**src/rtl/if_stage_if.sv**
```systemverilog
`default_nettype none
// ============================================================================
// Module   : if_stage_if
// Brief    : Instruction-memory fetch bus between the IF stage and imem.
// Revision : 1.0
// ============================================================================
interface if_stage_if #(
  parameter int WORD_SIZE = 32,
  parameter int ADDR_SIZE = 10
);
  logic                 imem_req;
  logic [ADDR_SIZE-1:0] imem_addr;
  logic                 imem_ack;
  logic [WORD_SIZE-1:0] imem_rdata;

  modport master (
    output imem_req,
    output imem_addr,
    input  imem_ack,
    input  imem_rdata
  );

  modport slave (
    input  imem_req,
    input  imem_addr,
    output imem_ack,
    output imem_rdata
  );
endinterface
`default_nettype wire

```
**src/rtl/if_stage.sv**
```systemverilog
`default_nettype none
// ============================================================================
// Module   : if_stage
// Brief    : Pipeline fetch stage with IF/ID register, stall hold buffer and
//            redirect/flush squashing.
// Revision : 1.0
// ============================================================================
module if_stage #(
  parameter int                   WORD_SIZE = 32,
  parameter int                   ADDR_SIZE = 10,
  parameter logic [WORD_SIZE-1:0] RESET_PC  = '0
) (
  input  wire                  clk,
  input  wire                  rst,
  input  wire                  stall,
  input  wire                  flush,
  input  wire                  redirect,
  input  wire [WORD_SIZE-1:0]  redirect_pc,
  if_stage_if.master           imem,
  output logic [WORD_SIZE-1:0] instr,
  output logic [WORD_SIZE-1:0] pc_out,
  output logic [WORD_SIZE-1:0] pc_plus4,
  output logic                 valid
);

  localparam logic [WORD_SIZE-1:0] c_nop   = WORD_SIZE'(32'h0000_0013);
  localparam logic [WORD_SIZE-1:0] c_four  = WORD_SIZE'(4);
  localparam logic [WORD_SIZE-1:0] c_align = WORD_SIZE'(3);

  typedef enum logic [1:0] {
    IDLE    = 2'd0,
    FETCH   = 2'd1,
    HOLD    = 2'd2,
    DISCARD = 2'd3
  } state_t;

  state_t               r_state, w_state_n;
  logic [WORD_SIZE-1:0] r_pc, w_pc_n;
  logic [WORD_SIZE-1:0] r_instr, w_instr_n;
  logic [WORD_SIZE-1:0] r_pc_out, w_pc_out_n;
  logic                 r_valid, w_valid_n;
  logic [WORD_SIZE-1:0] r_hold_instr, w_hold_instr_n;
  logic [WORD_SIZE-1:0] r_hold_pc, w_hold_pc_n;
  logic [WORD_SIZE-1:0] w_pc_inc;

  assign w_pc_inc       = r_pc + c_four;
  assign imem.imem_req  = (r_state == FETCH) || (r_state == DISCARD);
  assign imem.imem_addr = r_pc[ADDR_SIZE+1:2];

  assign instr    = r_instr;
  assign pc_out   = r_pc_out;
  assign pc_plus4 = r_pc_out + c_four;
  assign valid    = r_valid;

  always_ff @(posedge clk or posedge rst) begin
    if (rst) begin
      r_state      <= IDLE;
      r_pc         <= RESET_PC;
      r_instr      <= c_nop;
      r_pc_out     <= '0;
      r_valid      <= 1'b0;
      r_hold_instr <= '0;
      r_hold_pc    <= '0;
    end else begin
      r_state      <= w_state_n;
      r_pc         <= w_pc_n;
      r_instr      <= w_instr_n;
      r_pc_out     <= w_pc_out_n;
      r_valid      <= w_valid_n;
      r_hold_instr <= w_hold_instr_n;
      r_hold_pc    <= w_hold_pc_n;
    end
  end

  always_comb begin
    w_state_n      = r_state;
    w_pc_n         = r_pc;
    w_instr_n      = r_instr;
    w_pc_out_n     = r_pc_out;
    w_valid_n      = r_valid;
    w_hold_instr_n = r_hold_instr;
    w_hold_pc_n    = r_hold_pc;

    if (redirect) begin
      // An unacked request must have its eventual ack dropped in DISCARD.
      w_pc_n         = redirect_pc & ~c_align;
      w_instr_n      = c_nop;
      w_valid_n      = 1'b0;
      w_hold_instr_n = '0;
      w_hold_pc_n    = '0;
      case (r_state)
        FETCH:   w_state_n = imem.imem_ack ? FETCH : DISCARD;
        DISCARD: w_state_n = DISCARD;
        default: w_state_n = FETCH;
      endcase
    end else if (flush) begin
      w_instr_n = c_nop;
      w_valid_n = 1'b0;
      case (r_state)
        IDLE: w_state_n = FETCH;
        HOLD: begin
          w_state_n      = FETCH;
          w_hold_instr_n = '0;
          w_hold_pc_n    = '0;
        end
        DISCARD: if (imem.imem_ack) w_state_n = FETCH;
        default: ;
      endcase
    end else begin
      case (r_state)
        IDLE: w_state_n = FETCH;
        FETCH: begin
          if (imem.imem_ack) begin
            w_pc_n = w_pc_inc;
            if (stall) begin
              w_hold_instr_n = imem.imem_rdata;
              w_hold_pc_n    = r_pc;
              w_state_n      = HOLD;
            end else begin
              w_instr_n  = imem.imem_rdata;
              w_pc_out_n = r_pc;
              w_valid_n  = 1'b1;
            end
          end else if (!stall) begin
            w_instr_n = c_nop;
            w_valid_n = 1'b0;
          end
        end
        HOLD: begin
          if (!stall) begin
            w_instr_n  = r_hold_instr;
            w_pc_out_n = r_hold_pc;
            w_valid_n  = 1'b1;
            w_state_n  = FETCH;
          end
        end
        DISCARD: begin
          if (imem.imem_ack) w_state_n = FETCH;
          if (!stall) begin
            w_instr_n = c_nop;
            w_valid_n = 1'b0;
          end
        end
        default: w_state_n = IDLE;
      endcase
    end
  end

endmodule
`default_nettype wire

```
**src/flat_wrapper.sv**
```systemverilog
// flat-port wrapper written by rule: the top's interface ports become plain ports
module if_stage_flat 
#(
  parameter int                   WORD_SIZE = 32,
  parameter int                   ADDR_SIZE = 10,
  parameter logic [WORD_SIZE-1:0] RESET_PC  = '0
)
  (clk, rst, stall, flush, redirect, redirect_pc, instr, pc_out, pc_plus4, valid, imem_imem_req, imem_imem_addr, imem_imem_ack, imem_imem_rdata);
  if_stage_if #(.WORD_SIZE(WORD_SIZE), .ADDR_SIZE(ADDR_SIZE)) imem_i ();
  input  wire clk;
  input  wire rst;
  input  wire stall;
  input  wire flush;
  input  wire redirect;
  input  wire [WORD_SIZE-1:0] redirect_pc;
  output logic [WORD_SIZE-1:0] instr;
  output logic [WORD_SIZE-1:0] pc_out;
  output logic [WORD_SIZE-1:0] pc_plus4;
  output logic valid;
  output wire logic [$bits(imem_i.imem_req)-1:0] imem_imem_req;
  output wire logic [$bits(imem_i.imem_addr)-1:0] imem_imem_addr;
  input wire logic [$bits(imem_i.imem_ack)-1:0] imem_imem_ack;
  input wire logic [$bits(imem_i.imem_rdata)-1:0] imem_imem_rdata;
  assign imem_imem_req = imem_i.imem_req;
  assign imem_imem_addr = imem_i.imem_addr;
  assign imem_i.imem_ack = imem_imem_ack;
  assign imem_i.imem_rdata = imem_imem_rdata;
  if_stage #(.WORD_SIZE(WORD_SIZE), .ADDR_SIZE(ADDR_SIZE), .RESET_PC(RESET_PC)) u_core (.clk(clk), .rst(rst), .stall(stall), .flush(flush), .redirect(redirect), .redirect_pc(redirect_pc), .imem(imem_i), .instr(instr), .pc_out(pc_out), .pc_plus4(pc_plus4), .valid(valid));
endmodule
```
**config.mk**
```make
export PLATFORM = sky130hd
export DESIGN_NAME = if_stage_flat
export DESIGN_NICKNAME = d
export VERILOG_FILES = /design/src/rtl/if_stage_if.sv /design/src/rtl/if_stage.sv /design/src/flat_wrapper.sv
export SDC_FILE = /design/constraint.sdc
export NUM_CORES = 1
export LEC_CHECK = 0
export ABC_AREA = 1
export CAP_MARGIN = 20
export CORE_MARGIN = 2
export CORE_UTILIZATION = 50
export CTS_CLUSTER_SIZE = 30
export DETAILED_ROUTE_END_ITERATION = 10
export DONT_BUFFER_PORTS = 1
export PLACE_DENSITY = 0.66
export SYNTH_ARGS = -nofsm -noshare
export SYNTH_HDL_FRONTEND = slang
export SYNTH_SLANG_ARGS = --single-unit
```
**constraint.sdc**
```tcl
create_clock -name clk -period 5.2 [get_ports clk]
set_input_delay 1.04 -clock clk [delete_from_list [all_inputs] [get_ports clk]]
set_output_delay 1.04 -clock clk [all_outputs]
set_load 0.03 [all_outputs]
```
==> metrics, run 1 <==
Post-CTS Setup Inserts=0; Post-synth EDFFs=0; most common cell in the netlist=nand2_1; Tot Pwr=3.98 mW; post-route minimum period=3.71 ns; fmax=270 MHz; Routed WL=23200 microns; max-slew violations=0; CTS tree=yes; Max H-tree Level=4; DIE AREA=0.0185 sq mm; Warnings, synthesis=0; Max-slew headroom=about 27%; crit path from=u_core.pc_out[3]$_DFFE_PP0P_; Area contributors post-synth=dfrtp_1, nand2_1, inv_1, o21ai_0, nor2_1; Pre-antenna DRT Iters=7; WP data required=4.16 ns; Synth Flop Type=dfrtp_1; Critical Path Start Type=flip-flop; DRT iter0 DRCs=448; Leak=~4.4 nW; Worst Hold Class=reg -> reg; Slew @ Worst Pin=between 1 and 1.5 ns; sequential share of the synthesized area=45.7%; MaxCap Viol Count=0; synth cell count leaders=nand2_1, dfrtp_1, inv_1, nor2_1, o21ai_0; hold slack=0.476 ns; Root Buffer=clkbuf_16; FF-to-FF path depth=8; Reg2Reg Capture Point=u_core.pc_out[9]$_DFFE_PP0P_; CTS Buf Count=17; detailed-route via count=roughly 7500; final hold violation count=0; Initial Util=50.8%; clock-pin slew on the worst setup and hold paths=0.06 ns; final worst-path cycle share=between 70% and 80%; Setup violations, final=0; Routed Antenna Nets=0; Post-Syn Nets=1236; detailed placement HPWL=between 15000 and 20000 microns; crit path to=pc_plus4[20]; RSZ-0062 raised after global routing=false; setup_tns=0 ns; largest net degree at the start of global routing=160; NumNets Final=1194; final cell count without fillers=1360; Setup crit end kind=primary output; clk buf depth=2; vias per inst=5.53; Layout Skew=a little under 0.008 ns; Num Clock Sinks=159; Post-route DRC=0; total grt overflow=0; I/O Pins=178; ys async rst share=100%; GRT Resource Usage Total=25.9%; ant diodes=0; pwr dens=425 mW/mm^2; Cell variety after synth=37; Synth Cell Area=0.00872 sq mm; Row Count=48; post-placement cell area=slightly below 0.009 sq mm; CP Max Fanout=5; post-CTS resize count=0; placed insts=1327; wire per inst=17.1 microns; area leader, netlist=dfrtp_1; die width=136 microns; cell area after layout=0.00936 sq mm; worst-skew pair later-pin latency=0.43 ns; min-delay src=u_core.r_hold_instr[9]$_DFFE_PP0P_; Synth Instances=1164; area share of the largest cell type after synthesis=44.8%; hold-fix buffers at CTS=0; chip height=roughly 140 microns; vias in the first global route=7347; Worst Path Arrival=2.67 ns; Routability Congestion=0.853; first-pass GRT wire length=37000 microns; Seq cells post-synth=about 160; syn_area_per_cell=between 7 and 8 sq um; initial antenna violation count=0; CORE AREA=0.0172 sq mm; share of post-route cells with drive strength above 1=5.29%; synthesis-to-finish area growth=7.32%; Worst R2R Start=u_core.r_state[1]$_DFFE_PP0P_; crit path kind=reg -> out; run status=complete, no violations; Reg2Reg Setup Slack=2.34 ns; # port buffers=0; VDD IR max=0.000281 V
## worst max-delay path, cell delays in order (launching register included)
cell     delay (ns)
dfrtp_1        0.60
ha_1           0.29
nand2_1        0.10
nor3_1         0.37
nand4_1        0.27
xor2_1         0.61
## state kept, by name, indices dropped and copies added (netlist names)
signal / count
u_core.r_hold_instr: 32
u_core.r_state: 2
u_core.r_hold_pc: 31
u_core.instr: 32
u_core.r_pc: 30
u_core.pc_out: 31
u_core.valid: 1
## metrics by stage
| stage | utilization [%] | worst slack [ns] |
|---|---|---|
| 2_1_floorplan | - | 2.15 |
| 3_3_place_gp | 50.8 | 1.77 |
| 3_5_place_dp | 50.8 | 1.71 |
| 4_1_cts | 54.3 | 1.48 |
| 5_1_grt | 54.5 | 1.32 |
| 6_report | 54.5 | 1.49 |
## power by group
group / internal (mW) / switching (mW) / total (mW)
Sequential: 1.40 / 0.474 / 1.87
Combinational: 0.206 / 0.638 / 0.844
Clock: 0.751 / 0.513 / 1.26
## layer usage
metal	global-route usage, %	part of all wire [%]	up-vias
met4	11.1	2.7	0
li1	-	-	3684
met5	0	0	-
met1	32.6	43	3529
met2	42.1	47	257
met3	6.75	8.0	44
## placed cells by master (no fill, tap or decap), types with 7 or more instances in the layout
master | Yosys | final
o21ai_1 | 14 | 14
nand4_1 | 7 | 7
nor2_1 | 103 | 103
nor3_1 | 18 | 18
o2111ai_1 | 18 | 18
xor2_1 | 27 | 27
o21ai_0 | 96 | 96
o211ai_1 | 25 | 25
nand3_1 | 52 | 52
a21oi_1 | 11 | 10
dfrtp_1 | 156 | 156
nand2_1 | 322 | 322
o22ai_1 | 43 | 43
clkbuf_16 | 0 | 17
inv_1 | 147 | 146
o21a_1 | 18 | 18
## cells by family after synthesis
kind of cell	Yosys count	share of synthesized area, %
AND/OR/NAND/NOR	519	24.3
AO/OA/AOI/OAI	235	16.4
buffers and inverters	221	10.6
flip-flops	159	45.7
XOR/XNOR	28	2.81
adder cells (fa/ha/maj)	2	0.287
## final cells by class
cell class | instances | area, sq um
clock inverter | 10 | 125
clock buffer | 22 | 474
fill | 1670 | 7820
tap | 225 | 282
sequential | 159 | 3980
inverter | 153 | 578
multi-input combinational | 784 | 3830
timing repair buffer | 7 | 85.1
## how the worst min path moves through the flow
stage / slack (ns) / to / depth (start not counted)
final: 0.48 / u_core.r_hold_instr[9]$_DFFE_PP0P_ / 2
after global routing: 0.50 / u_core.r_hold_instr[10]$_DFFE_PP0P_ / 2
after CTS: 0.47 / u_core.r_hold_pc[1]$_DFFE_PP0P_ / 2
after detailed placement: 0.46 / u_core.r_hold_pc[1]$_DFFE_PP0P_ / 2
after global placement: 0.45 / u_core.r_hold_pc[1]$_DFFE_PP0P_ / 2
after floorplan: 0.44 / u_core.r_hold_instr[30]$_DFFE_PP0P_ / 2
No activity file was read; power rests on OpenSTA's default activity.
==> run 2, diff against run 1 <==
==> constraint.sdc (replaced) <==
create_clock -name clk -period 3 [get_ports clk]
set_input_delay 0.6 -clock clk [delete_from_list [all_inputs] [get_ports clk]]
set_output_delay 0.6 -clock clk [all_outputs]
set_load 0.03 [all_outputs]
==> metrics, run 2 (synthesis results as in run 1) <==
# port buffers=0; CTS Buf Count=17; detailed-route via count=7580; run status=complete, no violations; Worst R2R Start=u_core.r_pc[3]$_DFFE_PP0P_; hold slack=0.144 ns; clock-pin slew on the worst setup and hold paths=0.06 ns; Tot Pwr=7.19 mW; largest net degree at the start of global routing=78; WP data required=roughly 2.4 ns; Max-slew headroom=46.3%; clk buf depth=2; CP dominant cell by count=nand2_1; Post-CTS Setup Inserts=0; Routed WL=23200 microns; post-route minimum period=~2.8 ns; Slew @ Worst Pin=0.806 ns; Reg2Reg Capture Point=u_core.r_pc[26]$_DFFE_PP0P_; Root Buffer=clkbuf_16; pre-CTS setup slack=0.538 ns; DR top layer=met4; Critical Path Start Type=flip-flop; cell area after layout=0.00967 sq mm; post-placement cell area=0.00905 sq mm; final core occ=56.3%; commonest non-fill, non-tap cell in the layout=nand2_1; worst-skew pair later-pin latency=between 0.4 and 0.5 ns; max-slew violations=0; NumNets Final=1232; initial antenna violation count=0; final hold violation count=0; Max H-tree Level=4; detailed placement HPWL=16200 microns; Routed Antenna Nets=0; VDD IR max=0.000444 V; Metal-1 WL=9830 microns; CP Max Fanout=5; GRT Resource Usage Total=between 20% and 30%; Met2 Routed Length=11000 microns; final cell count without fillers=roughly 1400; Pre-antenna DRT Iters=5; CP peak stage delay=0.62 ns; Num Clock Sinks=159; wire per inst=between 15 and 20 microns; FF-to-FF path depth=10; share of post-route cells with drive strength above 1=8.61%; Routability Congestion=between 0.9 and 1; Setup crit end kind=primary output; total grt overflow=0; I/O Pins=178; Reg2Reg Setup Slack=0.68 ns; Worst Hold Class=in -> async; setup ws final=0.159 ns; die width=136 microns; chip height=136 microns; CORE AREA=0.0172 sq mm; Row Count=between 40 and 50; Layout Skew=0.00686 ns; crit path kind=reg -> out; pwr dens=743 mW/mm^2; fmax=~350 MHz; most frequent cells in the layout=nand2_1, dfrtp_1, inv_1; DRT iter0 DRCs=between 400 and 500; # fillers=1633; CTS tree=yes; vias in the first global route=about 7300; Post-route DRC=0; Slowest-stage cell, CP=dfrtp_1; worst-path cell chain=nand2_1 -> nor2_1 -> nand2_1 -> nor3_1 -> xor2_1; synthesis-to-finish area growth=10.9%; Initial Util=50.8%; ant diodes=0; vias per inst=5.42; first-pass GRT wire length=37100 microns; MaxCap Viol Count=0; setup_tns=0 ns; Leak=between 4 and 5 nW; final worst-path cycle share=94.7%; Worst Path Arrival=2.24 ns; WL met3=1900 microns; Setup violations, final=0; placed insts=1366; DIE AREA=0.0185 sq mm; RSZ-0062 raised after global routing=false
## run 2: routing by layer
metal / track usage (%) / vias to the layer above
met3: 7.05 / 28
li1: - / 3767
met1: 32.6 / 3526
met4: 8.33 / 0
met2: 42.4 / 259
met5: 0 / -
## run 2: timing repair
item	in CTS	in global routing
resized for setup	0	3
endpoints found under the setup margin	0	4
endpoints found under the hold margin	0	0
hold buffers	0	0
## run 2: how the worst max path moves through the flow
stage | end | cells after the start | slack, ns | startpoint
after global routing | pc_plus4[19] | 5 | 0.005 | u_core.pc_out[14]$_DFFE_PP0P_
final | pc_plus4[19] | 5 | 0.16 | u_core.pc_out[14]$_DFFE_PP0P_
after detailed placement | pc_plus4[30] | 6 | 0.54 | u_core.pc_out[9]$_DFFE_PP0P_
after global placement | pc_plus4[30] | 6 | 0.56 | u_core.pc_out[7]$_DFFE_PP0P_
after CTS | pc_plus4[30] | 6 | 0.07 | u_core.pc_out[9]$_DFFE_PP0P_
after floorplan | u_core.instr[10]$_DFFE_PP0P_ | 1 | 0.39 | rst
## run 2: layout make-up
type | count | area [sq um] | area share, %
clock buffer | 19 | 433 | 4.48
sequential | 159 | 3980 | 41.2
timing repair buffer | 45 | 375 | 3.88
multi-input combinational | 784 | 3840 | 39.7
tap | 225 | 282 | 2.91
clock inverter | 13 | 178 | 1.84
inverter | 153 | 578 | 5.98
## run 2: critical path, delay by kind of cell (launching register included)
kind | cells | cell delay, ns
XOR/XNOR | 1 | 0.54
flip-flops | 1 | 0.62
AND/OR/NAND/NOR | 4 | 0.66
## run 2: report_power, final
| part | internal (mW) | switching, mW | leakage (nW) |
|---|---|---|---|
| clock | 1.33 | 0.924 | 0.296 |
| sequential | 2.42 | 0.668 | 2.06 |
| combinational | 0.543 | 1.30 | 2.20 |
==> run 3, diff against run 2 <==
--- a/config.mk
+++ b/config.mk
@@ -8,11 +8,11 @@
 export ABC_AREA = 1
 export CAP_MARGIN = 20
 export CORE_MARGIN = 2
-export CORE_UTILIZATION = 50
+export CORE_UTILIZATION = 25
 export CTS_CLUSTER_SIZE = 30
 export DETAILED_ROUTE_END_ITERATION = 10
 export DONT_BUFFER_PORTS = 1
-export PLACE_DENSITY = 0.66
+export PLACE_DENSITY = 0.38
 export SYNTH_ARGS = -nofsm -noshare
 export SYNTH_HDL_FRONTEND = slang
 export SYNTH_SLANG_ARGS = --single-unit
==> metrics, run 3 (synthesis results as in run 1) <==
Initial Util=25.3%; share of post-route cells with drive strength above 1=9.12%; cell area after layout=0.0100 sq mm; setup_tns=0 ns; DIE AREA=between 0.03 and 0.04 sq mm; FF-to-FF path depth=10; VDD IR max=0.000517 V; NumNets Final=1243; Post-CTS Setup Inserts=0; Root Buffer=clkbuf_16; Layout Skew=0.0114 ns; final worst-path cycle share=95.7%; Worst Path Arrival=2.27 ns; I/O Pins=178; hold slack=0.150 ns; final hold violation count=0; CP Max Fanout=3; commonest non-fill, non-tap cell in the layout=nand2_1; clock-pin slew on the worst setup and hold paths=0.06 ns; Setup violations, final=0; hold-fix buffers at CTS=0; Max-slew headroom=about 56%; Row Count=68; # port buffers=0; Setup crit end kind=primary output; Pre-antenna DRT Iters=5; Post-route DRC=0; Slew @ Worst Pin=roughly 0.66 ns; largest net degree at the start of global routing=just over 90; post-CTS resize count=0; Max H-tree Level=4; Worst Hold Class=in -> async; first-pass GRT wire length=~47000 microns; MaxCap Viol Count=0; detailed-route via count=7637; initial antenna violation count=0; worst-skew pair later-pin latency=0.44 ns; GRT Resource Usage Total=16.7%; crit path kind=reg -> out; WP data required=2.40 ns; DRT iter0 DRCs=349; detailed placement HPWL=approximately 21000 microns; Reg2Reg Capture Point=u_core.r_pc[26]$_DFFE_PP0P_; Routed Antenna Nets=0; max-slew violations=0; wire per inst=18.1 microns; clk buf depth=2; CORE AREA=0.0345 sq mm; CTS tree=yes; Leak=4.61 nW; total grt overflow=0; vias per inst=4.66; post-placement cell area=~0.0094 sq mm; Num Clock Sinks=~160; Worst R2R Start=u_core.r_pc[2]$_DFFE_PP0P_; Routability Congestion=0.849; # fillers=3788; Routed WL=29700 microns; synthesis-to-finish area growth=15.2%; chip height=191 microns; fmax=348 MHz; die width=191 microns; ant diodes=0; Reg2Reg Setup Slack=0.67 ns; run status=complete, no violations; RSZ-0062 raised after global routing=false; most frequent cells in the layout=nand2_1, dfrtp_1, inv_1; vias in the first global route=around 8000; post-route minimum period=~2.9 ns; Critical Path Start Type=flip-flop; CTS Buf Count=17; pwr dens=732 mW/mm^2
==> run 3: cell count changes in the layout (fill, tap and decap cells not counted), sizes merged <==
cell and change:
clkbuf +7, buf +11, clkinv -2, inv -5
==> run 3: where the power goes <==
group          switching (mW)  total (mW)  leakage, nW  internal, mW
registers               0.598        3.02         2.06          2.42
clock network           0.903        2.26        0.283          1.35
logic                    1.47        2.07         2.26         0.605
total                    2.97        7.35         4.61          4.38
==> run 3: how the worst max path moves through the flow <==
stage	end	start	cells past startpoint
3_5_place_dp	pc_plus4[24]	u_core.pc_out[10]$_DFFE_PP0P_	5
5_1_grt	pc_plus4[13]	u_core.pc_out[9]$_DFFE_PP0P_	5
6_report	pc_plus4[13]	u_core.pc_out[9]$_DFFE_PP0P_	5
2_1_floorplan	u_core.instr[10]$_DFFE_PP0P_	rst	1
4_1_cts	pc_plus4[24]	u_core.pc_out[10]$_DFFE_PP0P_	5
3_3_place_gp	pc_plus4[24]	u_core.pc_out[10]$_DFFE_PP0P_	6
==> run 3: per-stage QoR <==
step	power, mW	setup WS [ns]	instances	util (%)
5_1_grt	7.79	0.00760	1639	29.2
2_1_floorplan	4.43	0.388	1164	-
4_1_cts	7.46	0.0142	1639	29.1
6_report	7.35	0.130	1639	29.2
3_3_place_gp	5.16	0.497	1607	27.4
3_5_place_dp	5.16	0.503	1607	27.4
==> run 3: worst max-delay path: stages, from the launching register on <==
cell	delay, ns
dfrtp_1	0.57
nand2_1	0.20
nor2_1	0.20
nand3_1	0.12
nor2_1	0.18
xor2_1	0.56
==> run 3: layout make-up <==
type | instances | area [sq um] | share of cell area (%)
clock buffers | 26 | 479 | 4.77
clock inverters | 6 | 108 | 1.07
inverters | 153 | 578 | 5.75
multi-input cells | 784 | 3850 | 38.3
flip-flops and latches | 159 | 3980 | 39.7
well taps | 455 | 569 | 5.67
repair buffers | 56 | 483 | 4.81
==> run 3: layer usage <==
metal,vias to the layer above,part of all wire [%],global-route usage (%)
met2,201,46,27.0
met4,0,2.4,5.81
met5,-,0,0
met1,3622,46,21.6
met3,33,6.4,4.45
li1,3781,-,-
